### config.mk
export PLATFORM = sky130hd
export DESIGN_NAME = slot_access_arbiter
export DESIGN_NICKNAME = d
export VERILOG_FILES = /design/src/rtl/slot_arb_pkg.sv /design/src/rtl/slot_arb_mux.sv /design/src/rtl/slot_access_arbiter.sv
export SDC_FILE = /design/constraint.sdc
export NUM_CORES = 1
export LEC_CHECK = 0
export BUFFER_PORTS_ARGS = -buffer_cell sky130_fd_sc_hd__buf_2
export CAP_MARGIN = 30
export CORE_UTILIZATION = 52
export CTS_CLUSTER_DIAMETER = 30
export DETAILED_ROUTE_END_ITERATION = 7
export HOLD_SLACK_MARGIN = 0.12
export PLACE_DENSITY = 0.9
export SYNTH_ARGS = -nofsm -noshare
export SYNTH_HDL_FRONTEND = slang
export SYNTH_SLANG_ARGS = --single-unit
### constraint.sdc
create_clock -name clk -period 5.1 [get_ports clk]
set_input_delay 0.765 -clock clk [delete_from_list [all_inputs] [get_ports clk]]
set_output_delay 0.765 -clock clk [all_outputs]
set_load 0.01 [all_outputs]
### src/rtl/slot_arb_pkg.sv
// Shared types for the Z80 / HPS-loader slot datapath arbiter.
package slot_arb_pkg;

  typedef enum logic [1:0] {
    ST_IDLE      = 2'd0,
    ST_CPU       = 2'd1,
    ST_LD_ACCESS = 2'd2,
    ST_LD_DONE   = 2'd3
  } arb_state_t;

  typedef enum logic [1:0] {
    OWN_CPU    = 2'd0,
    OWN_LOADER = 2'd1,
    OWN_NONE   = 2'd2
  } own_t;

  // Writes here would hit the subslot expander register, so loader beats to it are refused.
  localparam logic [15:0] EXPANDER_ADDR = 16'hFFFF;

  typedef struct packed {
    logic        wr;
    logic [15:0] addr;
    logic [7:0]  wdata;
    logic [1:0]  slot;
    logic [1:0]  subslot;
  } ld_beat_t;

  function automatic logic is_expander_addr(input logic [15:0] addr);
    return (addr == EXPANDER_ADDR);
  endfunction

endpackage

### src/rtl/slot_arb_mux.sv
// Combinational selection of the datapath request between the live CPU bus
// and the latched loader beat.
module slot_arb_mux
  import slot_arb_pkg::*;
(
  input  own_t        own,
  input  logic        cpu_mreq,
  input  logic        cpu_rd,
  input  logic        cpu_wr,
  input  logic [15:0] cpu_addr,
  input  logic [7:0]  cpu_wdata,
  input  logic [1:0]  cpu_slot,
  input  logic [1:0]  cpu_subslot,
  input  ld_beat_t    beat,
  output logic        sel_mreq,
  output logic        sel_rd,
  output logic        sel_wr,
  output logic [15:0] sel_addr,
  output logic [7:0]  sel_wdata,
  output logic [1:0]  sel_slot,
  output logic [1:0]  sel_subslot
);

  // Ownership mux; the dead cycle after a beat drives an idle request.
  always_comb begin
    sel_mreq    = 1'b0;
    sel_rd      = 1'b0;
    sel_wr      = 1'b0;
    sel_addr    = 16'h0000;
    sel_wdata   = 8'h00;
    sel_slot    = 2'd0;
    sel_subslot = 2'd0;
    case (own)
      OWN_CPU: begin
        sel_mreq    = cpu_mreq;
        sel_rd      = cpu_rd;
        sel_wr      = cpu_wr;
        sel_addr    = cpu_addr;
        sel_wdata   = cpu_wdata;
        sel_slot    = cpu_slot;
        sel_subslot = cpu_subslot;
      end
      OWN_LOADER: begin
        sel_mreq    = 1'b1;
        sel_rd      = ~beat.wr;
        sel_wr      = beat.wr;
        sel_addr    = beat.addr;
        sel_wdata   = beat.wdata;
        sel_slot    = beat.slot;
        sel_subslot = beat.subslot;
      end
      default: begin
        sel_mreq    = 1'b0;
      end
    endcase
  end

endmodule

### src/rtl/slot_access_arbiter.sv
// Arbitrates the slot/subslot memory datapath between the Z80 bus and the
// HPS ROM/RAM loader, stalling the CPU while a loader beat owns it.
module slot_access_arbiter
  import slot_arb_pkg::*;
#(
  parameter int unsigned ACCESS_CYCLES = 2,
  parameter int unsigned MAX_CPU_RUN   = 64
) (
  input  logic        clk,
  input  logic        reset,
  input  logic        cpu_mreq,
  input  logic        cpu_rd,
  input  logic        cpu_wr,
  input  logic [15:0] cpu_addr,
  input  logic [7:0]  cpu_wdata,
  input  logic [1:0]  cpu_slot,
  input  logic [1:0]  cpu_subslot,
  output logic        cpu_wait,
  input  logic        ld_req,
  input  logic        ld_wr,
  input  logic [15:0] ld_addr,
  input  logic [7:0]  ld_wdata,
  input  logic [1:0]  ld_slot,
  input  logic [1:0]  ld_subslot,
  output logic        ld_ack,
  output logic        ld_err,
  output logic [7:0]  ld_rdata,
  output logic        sel_mreq,
  output logic        sel_rd,
  output logic        sel_wr,
  output logic [15:0] sel_addr,
  output logic [7:0]  sel_wdata,
  output logic [1:0]  sel_slot,
  output logic [1:0]  sel_subslot,
  output logic        sel_loader,
  input  logic [7:0]  sel_rdata
);

  localparam logic [7:0] RUN_MAX   = 8'(MAX_CPU_RUN);
  localparam logic [3:0] BEAT_LAST = 4'(ACCESS_CYCLES - 1);

  arb_state_t state_r;
  arb_state_t state_next_s;
  logic [7:0] run_cnt_r;
  logic [3:0] beat_cnt_r;
  ld_beat_t   beat_r;
  logic       ld_ack_r;
  logic       ld_err_r;
  logic [7:0] ld_rdata_r;
  logic       accept_s;
  logic       force_s;
  logic       cpu_wait_s;
  own_t       own_s;

  // A forced beat may only start once the CPU strobe has gone idle.
  assign force_s = ld_req && (run_cnt_r == RUN_MAX) && !cpu_rd && !cpu_wr;

  // Next-state, ownership and CPU stall decode.
  always_comb begin
    state_next_s = state_r;
    accept_s     = 1'b0;
    cpu_wait_s   = 1'b0;
    own_s        = OWN_CPU;
    case (state_r)
      ST_IDLE: begin
        if (ld_req && (!cpu_mreq || force_s)) begin
          accept_s   = 1'b1;
          cpu_wait_s = cpu_mreq;
        end else if (cpu_mreq) begin
          state_next_s = ST_CPU;
        end else begin
          state_next_s = ST_IDLE;
        end
      end
      ST_CPU: begin
        if (force_s) begin
          accept_s   = 1'b1;
          cpu_wait_s = cpu_mreq;
        end else if (!cpu_mreq) begin
          state_next_s = ST_IDLE;
        end else begin
          state_next_s = ST_CPU;
        end
      end
      ST_LD_ACCESS: begin
        own_s      = OWN_LOADER;
        cpu_wait_s = cpu_mreq;
        if (beat_cnt_r == 4'd0) begin
          state_next_s = ST_LD_DONE;
        end else begin
          state_next_s = ST_LD_ACCESS;
        end
      end
      ST_LD_DONE: begin
        own_s        = OWN_NONE;
        state_next_s = ST_IDLE;
      end
      default: begin
        own_s        = OWN_NONE;
        state_next_s = ST_IDLE;
      end
    endcase
    if (accept_s) begin
      state_next_s = is_expander_addr(ld_addr) ? ST_LD_DONE : ST_LD_ACCESS;
    end else begin
      state_next_s = state_next_s;
    end
  end

  // State, counters, latched beat and loader response registers.
  always_ff @(posedge clk or posedge reset) begin
    if (reset) begin
      state_r    <= ST_IDLE;
      run_cnt_r  <= 8'd0;
      beat_cnt_r <= 4'd0;
      beat_r     <= '0;
      ld_ack_r   <= 1'b0;
      ld_err_r   <= 1'b0;
      ld_rdata_r <= 8'h00;
    end else begin
      state_r  <= state_next_s;
      ld_ack_r <= (state_next_s == ST_LD_DONE);
      ld_err_r <= accept_s && is_expander_addr(ld_addr);
      if (accept_s) begin
        beat_r     <= '{wr: ld_wr, addr: ld_addr, wdata: ld_wdata,
                        slot: ld_slot, subslot: ld_subslot};
        beat_cnt_r <= BEAT_LAST;
      end else if (state_r == ST_LD_ACCESS && beat_cnt_r != 4'd0) begin
        beat_cnt_r <= beat_cnt_r - 4'd1;
      end
      if (state_r == ST_LD_ACCESS && beat_cnt_r == 4'd0 && !beat_r.wr) begin
        ld_rdata_r <= sel_rdata;
      end
      if (state_r == ST_LD_DONE || !ld_req) begin
        run_cnt_r <= 8'd0;
      end else if (state_r == ST_CPU && run_cnt_r != RUN_MAX) begin
        run_cnt_r <= run_cnt_r + 8'd1;
      end
    end
  end

  slot_arb_mux u_mux (
    .own         (own_s),
    .cpu_mreq    (cpu_mreq),
    .cpu_rd      (cpu_rd),
    .cpu_wr      (cpu_wr),
    .cpu_addr    (cpu_addr),
    .cpu_wdata   (cpu_wdata),
    .cpu_slot    (cpu_slot),
    .cpu_subslot (cpu_subslot),
    .beat        (beat_r),
    .sel_mreq    (sel_mreq),
    .sel_rd      (sel_rd),
    .sel_wr      (sel_wr),
    .sel_addr    (sel_addr),
    .sel_wdata   (sel_wdata),
    .sel_slot    (sel_slot),
    .sel_subslot (sel_subslot)
  );

  assign sel_loader = (state_r == ST_LD_ACCESS);
  assign cpu_wait   = cpu_wait_s;
  assign ld_ack     = ld_ack_r;
  assign ld_err     = ld_err_r;
  assign ld_rdata   = ld_rdata_r;

endmodule

# --- Word level (Yosys, flattened, before mapping) ---
# Cells that the tools add are included.
op_classes:
  addsub: 2
  n_mul: 0
  div: 0
  order_cmp: 0
  eq_ne: 8
  shifts: 0
  n_mux: 25
  n_bitwise: 1
  reduce_logical: 22
ops:
  columns: ["cell", "count"]
  rows:
  - ["16-bit case mux with 2 select lines", 1]
  - ["16-bit == test (second input constant)", 1]
  - ["8-bit 2-to-1 mux", 2]
  - ["8-bit case mux with 2 select lines", 1]
  - ["2-bit case mux with 2 select lines", 3]
  - ["1-bit logical AND", 9]
  - ["8-bit by 1-bit adder with 8-bit output (second input constant)", 1]
  - ["8-bit by 7-bit == test with 1-bit output (second input constant)", 1]
  - ["4-bit 2-to-1 mux", 2]
  - ["8-bit by 7-bit inequality test with 1-bit output (second input constant)", 1]
  - ["1-bit case mux with 2 select lines", 4]
  - ["2-bit case mux with 4 select lines", 1]
  - ["1-bit 2-to-1 mux", 7]
  - ["2-bit == test (second input constant)", 3]
  - ["2-bit 2-to-1 mux", 3]
  - ["1-bit zero test", 5]
  - ["2-bit by 1-bit == test with 1-bit output (second input constant)", 2]
  - ["2-bit zero test", 2]
  - ["4-bit zero test", 1]
  - ["2-bit nonzero test", 2]
  - ["4-bit nonzero test", 1]
  - ["4-bit by 1-bit subtractor with 4-bit output (second input constant)", 1]
  - ["1-bit case mux with 3 select lines", 1]
  - ["1-bit logical OR", 2]
  - ["1-bit NOT", 1]
word_totals:
  register_bits: 53
  latchBits: 0
  ram_bits: 0
  romBits: 0
  inputBits: 71
  out_inout_bits: 43
  n_memories: 0

# --- Longest topological paths before layout ---
# Gate-level depths: netlist of the first run.
depth:
  ltp_word: 10
  ltp_mapped: 7
  ltp_nobuf: 6

# --- Hierarchy ---
# From an unflattened synthesis of the first run, not the netlist that was laid out.
unflattened:
  cells_unflattened: 249
  hier_area_um2: 2864.0
by_module_without_submodules:
  columns: ["mod", "instances", "cells_each", "area_per_inst_um2", "seq_area_each_um2"]
  rows:
  - ["slot_access_arbiter", 1, 179, 2357.3, 1326.3]
  - ["slot_arb_mux", 1, 70, 506.7, 0.0]

# --- Least setup slack after synthesis of the first run ---
# OpenSTA, ideal clock, no wires.
synth_path:
  kind: "in2out"
  startpoint: "input port cpu_wr"
  endpoint: "output port cpu_wait"
  t_arrival_ps: 1574
  required_time_ps: 4335
  slack_ps: 2761
  path_stages: 4
  n_path_buf: 0
  path_cell_list: "nand2b_1 -> or4_4 -> nor2_1 -> o21a_1"
synth_via:
  elab_chain_len: 6
synth_lines:
  columns: ["element", "line", "rtl"]
  rows:
  - ["start: declaration", "slot_access_arbiter.sv:13", "input logic cpu_wr,"]
  - ["1-bit zero test (*)", "slot_access_arbiter.sv:56", "assign force_s = ld_req && (run_cnt_r == RUN_MAX) && !cpu_rd && !cpu_wr;"]
  - ["1-bit logical AND (*)", "slot_access_arbiter.sv:56", null]
  - ["1-bit logical OR", "slot_access_arbiter.sv:66", "if (ld_req && (!cpu_mreq || force_s)) begin"]
  - ["1-bit logical AND", "slot_access_arbiter.sv:66", null]
  - ["1-bit 2-to-1 mux", "slot_access_arbiter.sv:66", null]
  - ["1-bit case mux with 3 select lines (*)", "slot_access_arbiter.sv:64", "case (state_r)"]
  - ["end: declaration", "slot_access_arbiter.sv:18", "output logic cpu_wait,"]
# Mark *: on every way between the ends. The rest lies on a longest branch, timed or not.

# --- Final worst setup path of the first run ---
layout_path:
  startpoint: "register state_r[1]"
  endpoint: "output port sel_rd"
layout_via:
  elab_chain_len: 4
layout_lines:
  columns: ["element", "line", "rtl"]
  rows:
  - ["start: declaration", "slot_access_arbiter.sv:42", "arb_state_t state_r;"]
  - ["start signal: assignment", "slot_access_arbiter.sv:121", "state_r <= state_next_s;"]
  - ["2-bit == test", "slot_access_arbiter.sv:64", null]
  - ["2-bit case mux with 2 select lines (*)", "slot_access_arbiter.sv:64", null]
  - ["2-bit by 1-bit == test with 1-bit output or 2-bit zero test (tied branches)", "slot_arb_mux.sv:33", "case (own)"]
  - ["1-bit case mux with 2 select lines (*)", "slot_arb_mux.sv:33", null]
  - ["end: declaration", "slot_access_arbiter.sv:29", "output logic sel_rd,"]
# Marks and branches as above.

==> out/qor.yml, run 1 <==
status: "finished clean"
wl_per_cell_um: 15.1
grt_overflow: 0
drt_wl_total_mm: 6.21
p_per_area_nw_per_um2: 513
highest_layer: "met4"
p_leak_nw: 1.74
syn_area_per_cell_sq_um: 12.1
yosysUniqueCellTypes: 44
clkLatencyLatePin_ns: 0.31
synth_edf_count: 0
via_count: 2254
clockBufferDepth: 2
synth_area_sq_um: 2800
period_minus_slack_ns: 3.19
hp-class: "input port to asynchronous set/reset pin"
crit_arrival_ns: 2.43
synth-seq-area-share_pct: 47.4
ys_ff_latch: 53
clock-sinks: 53
setup_violations: 0
fin_crit_sh_pct: 62.6
worstSetupPathType: "register to output pin"
globalplace.congestion: 0.796
htreeDepth: 2
num_rows: 26
die_area_sq_um: 5680
drc: 0
postCtsSetupBuffers: 0
final_common_cell: "buf_2"
route.met3.wl_um: 387
final_nets: 416
end_kind: "output pin"
fp.dieW_um: 75.4
cap_viol_max_count: 0
final_max_slew_viol_count: 0
detail-route-antenna-nets: 0
synth_top_flop_cell: "dfrtp_1"
grt_pass1_vias: 2036
synthCells: 232
final-hold-violation-count: 0
clock_skew_ns: 0.00943
dr.pass1.iters: 4
worstMarginPinSlew_ns: 0.887
fmax_mhz: 313
grt_pass1_wl_mm: 9.23
start_kind: "register"
grt_antenna_before_repair: 0
ctsResizeCount: 0
area_growth_pct: 25.3
die_h_um: 75.4
synth-async-reset-ratio_pct: 100
grt_max_degree: 41
root_buffer: "clkbuf_8"
rsz0062_at_grt: "false"
path_clk_slew_ns: 0.09
port_buffers: 113
vdd_drop_max_mv: 0.313
cts_buffers: 5
mostFrequentLayoutCells: "buf_2, dfrtp_1, mux2_4"
dr_wl_met2_mm: 2.99
tns_ns: 0
setup_ws_ns: 1.91
ys_warn_count: 0
cts_tree: "yes"
hold_buffers: 0
core_area_sq_um: 5140
antenna_cells: 0
start_util_pct: 54.5
critical_path.max_fanout: 27
dp_hpwl_mm: 4.53
cp.required_ns: 4.34
grt.total_usage_pct: 21.7
viasPerCell: 5.47
synth_nets: 306
pin_count: 114
wl_met1_mm: 2.70
place_worst_setup_slack_ns: 2.24
slew_headroom_pct: 40.4
drt_first_iter_violations: 141
drive_above_1_share_pct: 54.4
[path summary, 6_finish.rpt]
check / from / end / slack (ns) / cells past startpoint
max in group asynchronous: reset / beat_r[0]$_DFFE_PP0P_ / 4.21 / 3
worst min register to register: ld_rdata[2]$_DFFE_PP0P_ / ld_rdata[2]$_DFFE_PP0P_ / 0.51 / 1
min in group clk: ld_rdata[2]$_DFFE_PP0P_ / ld_rdata[2]$_DFFE_PP0P_ / 0.51 / 1
worst max-delay path: state_r[1]$_DFF_PP0_ / sel_rd / 1.91 / 4
worst min-delay path: reset / ld_rdata[0]$_DFFE_PP0P_ / 0.40 / 2
worst max register to register: state_r[1]$_DFF_PP0_ / run_cnt_r[0]$_DFFE_PP0P_ / 2.47 / 5
[synthesized netlist by cell type, types with 2 or more instances]
cell type / number / share of area, %
nand4_1: 4 / 0.89
xnor2_1: 4 / 1.3
nand2b_1: 4 / 0.89
xor2_1: 2 / 0.63
nor2b_1: 18 / 4.0
o21ai_0: 3 / 0.54
a22o_1: 11 / 3.4
a21oi_1: 4 / 0.72
nand2_1: 7 / 0.94
nor3_1: 5 / 0.89
ha_1: 3 / 1.3
clkbuf_1: 7 / 0.94
a31o_2: 19 / 5.9
clkinv_1: 2 / 0.27
mux2_4: 22 / 12
o21a_1: 2 / 0.54
inv_1: 8 / 1.1
nand3_1: 2 / 0.36
nor4_1: 2 / 0.45
o31ai_1: 2 / 0.54
buf_1: 3 / 0.40
nor2_1: 9 / 1.2
buf_12: 2 / 1.4
dfrtp_1: 53 / 47
mux2_2: 15 / 6.0
[layout make-up]
class                   instances  area (sq um)
multi-input cells             156          1350
fillers                       401          1630
clock inverters                 2          38.8
repair buffers                116           601
well taps                      70          87.6
inverters                      10          37.5
clock buffers                   5          68.8
flip-flops and latches         53          1330
[cells by family after synthesis]
family	synth area share, %
compound gates	14.5
mux	17.8
buf+inv	4.52
xor+xnor	1.88
flops	47.4
simple gates	12.5
fa+ha+maj	1.34
[critical path, cell delays in order (launching register included)]
cell,delay (ns)
dfrtp_1,0.70
buf_4,0.37
clkinv_1,0.46
o31ai_1,0.40
buf_2,0.19
[per-layer routing]
metal | vias to the layer above | global-route usage, %
met5 | - | 0
met4 | 0 | 7.61
met3 | 13 | 5.69
met2 | 95 | 34.4
met1 | 1081 | 29.2
li1 | 1065 | -
[state kept, by name (all words and copies together) (netlist names)]
register,cells
ld_rdata,8
beat_r,29
state_r,2
ld_err,1
ld_ack,1
beat_cnt_r,4
run_cnt_r,8
[stage by stage]
step                hold WS (ns)  cells  cell area [sq um]  util [%]  total power [mW]
global placement           0.486    404               3380      65.7              1.48
floorplan                  0.482    232               2800         -              1.28
finish                     0.395    412               3510      68.2              1.80
CTS                        0.401    412               3510      68.2              1.80
global route               0.403    412               3510      68.2              1.92
detailed placement         0.496    405               3400      66.1              1.52
[where the power goes]
group	internal (mW)	leakage, nW	switching, mW
Clock	0.145	0.0546	0.137
Combinational	0.428	1.02	0.376
Sequential	0.582	0.664	0.129
Total	1.16	1.74	0.643
No activity file was read; power rests on OpenSTA's default activity.
==> run 2, diff against run 1 <==
Settings changed: CORE_UTILIZATION 52 to 48, PLACE_DENSITY 0.9 to 0.85.
Clock period 5.1 ns to 3.1 ns, I/O delays scaled along.
==> run 2 against run 1 <==
Compared with the run above:
- flip-flop and latch count did not move
- sequential share of layout area is 0.39 points lower
- critical path depth grew 3
- routed wire length is 5.1% higher
- critical path type unchanged
- critical endpoint is now cpu_wait
==> out/qor.yml, run 2 (synthesis gave the netlist of run 1 again) <==
status: "finished clean"
drive_above_1_share_pct: 54.3
start_util_pct: 50.2
period_minus_slack_ns: 2.57
setup_violations: 0
largest_reg_flops: 29
htreeDepth: 2
cp.required_ns: 2.63
grt.total_usage_pct: 22.7
root_buffer: "clkbuf_8"
core_area_sq_um: 5570
worstSetupPathType: "register to output pin"
hp-class: "input port to register"
pin_count: 114
dp_hpwl_mm: 4.79
clkLatencyLatePin_ns: 0.29
start_kind: "register"
drc: 0
end_kind: "output pin"
critical_path.max_fanout: 3
area_growth_pct: 26.6
regMostFlops: "beat_r"
via_count: 2251
num_rows: 27
final_nets: 419
clock_power_share_pct: 16.0
detail-route-antenna-nets: 0
final-hold-violation-count: 0
min-delay-start: "ld_wdata[1]"
final_common_cell: "buf_2"
globalplace.congestion: 0.779
n_fill_cell: 462
p_seq_share_pct: 38.6
vdd_drop_max_mv: 0.460
clockBufferDepth: 2
crit_arrival_ns: 2.11
cts_buffers: 5
cap_viol_max_count: 0
port_buffers: 113
drt_first_iter_violations: 102
final_max_slew_viol_count: 0
die_h_um: 78.4
drt_wl_total_mm: 6.52
place_worst_setup_slack_ns: 0.790
fin_crit_sh_pct: 83.1
antenna_cells: 0
slew_headroom_pct: 55.3
viasPerCell: 5.39
wl_per_cell_um: 15.6
grt_overflow: 0
dr.pass1.iters: 4
holdPathStages: 2
worstMarginPinSlew_ns: 0.669
p_leak_nw: 1.76
postCtsSetupBuffers: 0
rrSetupSlack_ns: 0.73
r2r_cells: 7
tns_ns: 0
r2r_end: "beat_r[0]$_DFFE_PP0P_"
rsz0062_at_grt: "false"
cts_tree: "yes"
setup_ws_ns: 0.525
holdWs_ns: 0.395
p_per_area_nw_per_um2: 846
grt_max_degree: 45
grt_pass1_wl_mm: 10.8
grt_antenna_before_repair: 0
netSwitchingPower_mw: 1.07
clock-sinks: 53
mostFrequentLayoutCells: "buf_2, dfrtp_1, mux2_4"
die_area_sq_um: 6140
p_int_mw: 1.93
fmax_mhz: 388
clock_skew_ns: 0.00279
fp.dieW_um: 78.4
min_to: "beat_r[5]$_DFFE_PP0P_"
pwr-share-comb_pct: 45.4
r2r-start: "run_cnt_r[0]$_DFFE_PP0P_"
path_clk_slew_ns: 0.09
p_sw_share_pct: 35.6
grt_pass1_vias: 2240
-- run 2: cell count changes in the layout (fill, tap and decap cells not counted) --
cell / delta
inv_6: -1
dlygate4sd3_1: +1
clkbuf_1: +1
buf_4: +2
clkbuf_8: +1
-- run 2: metal layers --
layer	GRT usage, %	vias to the layer above	routed length (um)
met2	37.7	96	3160
met1	30.0	1081	2900
met4	6.30	0	89
met5	0	-	0
met3	4.77	8	378
li1	-	1066	-
-- run 2: timing repair --
action,CTS,global route
endpoints found under the setup margin,0,0
hold buffers,1,0
hold endpoints to repair,9,0
resized for setup,0,0
-- run 2: worst max-delay path, cell delays in order, from the launching register on --
cell and delay, ns:
dfrtp_1 0.41, inv_1 0.10, ha_1 0.15, nand4bb_1 0.18, or4_4 0.59, nor2_1 0.11, o21a_1 0.14, buf_2 0.13
-- run 2: worst max path at each step --
stage	cells after the start	end	startpoint
finish	7	cpu_wait	run_cnt_r[0]$_DFFE_PP0P_
global route	7	cpu_wait	run_cnt_r[0]$_DFFE_PP0P_
CTS	7	cpu_wait	run_cnt_r[0]$_DFFE_PP0P_
detailed placement	7	beat_r[4]$_DFFE_PP0P_	run_cnt_r[0]$_DFFE_PP0P_
global placement	7	beat_r[15]$_DFFE_PP0P_	run_cnt_r[0]$_DFFE_PP0P_
floorplan	7	beat_r[10]$_DFFE_PP0P_	run_cnt_r[0]$_DFFE_PP0P_
-- run 2: final cells by class --
type	count	area (sq um)	area share, %
multi-input cells	156	1350	38.0
flip-flops and latches	53	1330	37.4
repair buffers	119	626	17.7
well taps	72	90.1	2.54
clock buffers	7	86.3	2.44
inverters	10	37.5	1.06
clock inverters	1	30.0	0.848
-- run 2: metrics by stage --
| stage | util, % | instance area (sq um) | cells | power [mW] |
|---|---|---|---|---|
| final | 63.5 | 3540 | 418 | 3.00 |
| after CTS | 63.5 | 3540 | 418 | 3.02 |
| after floorplan | - | 2800 | 232 | 2.11 |
| after global routing | 63.5 | 3540 | 418 | 3.19 |
| after global placement | 60.9 | 3400 | 408 | 2.45 |
| after detailed placement | 61.3 | 3420 | 409 | 2.52 |
-- run 2: power groups by stage --
stage | clock network (mW) | registers [mW] | logic, mW
floorplan | 0 | 1.10 | 1.01
detailed placement | 0 | 1.16 | 1.35
global placement | 0 | 1.15 | 1.29
global route | 0.518 | 1.19 | 1.49
finish | 0.480 | 1.16 | 1.36
CTS | 0.493 | 1.16 | 1.37
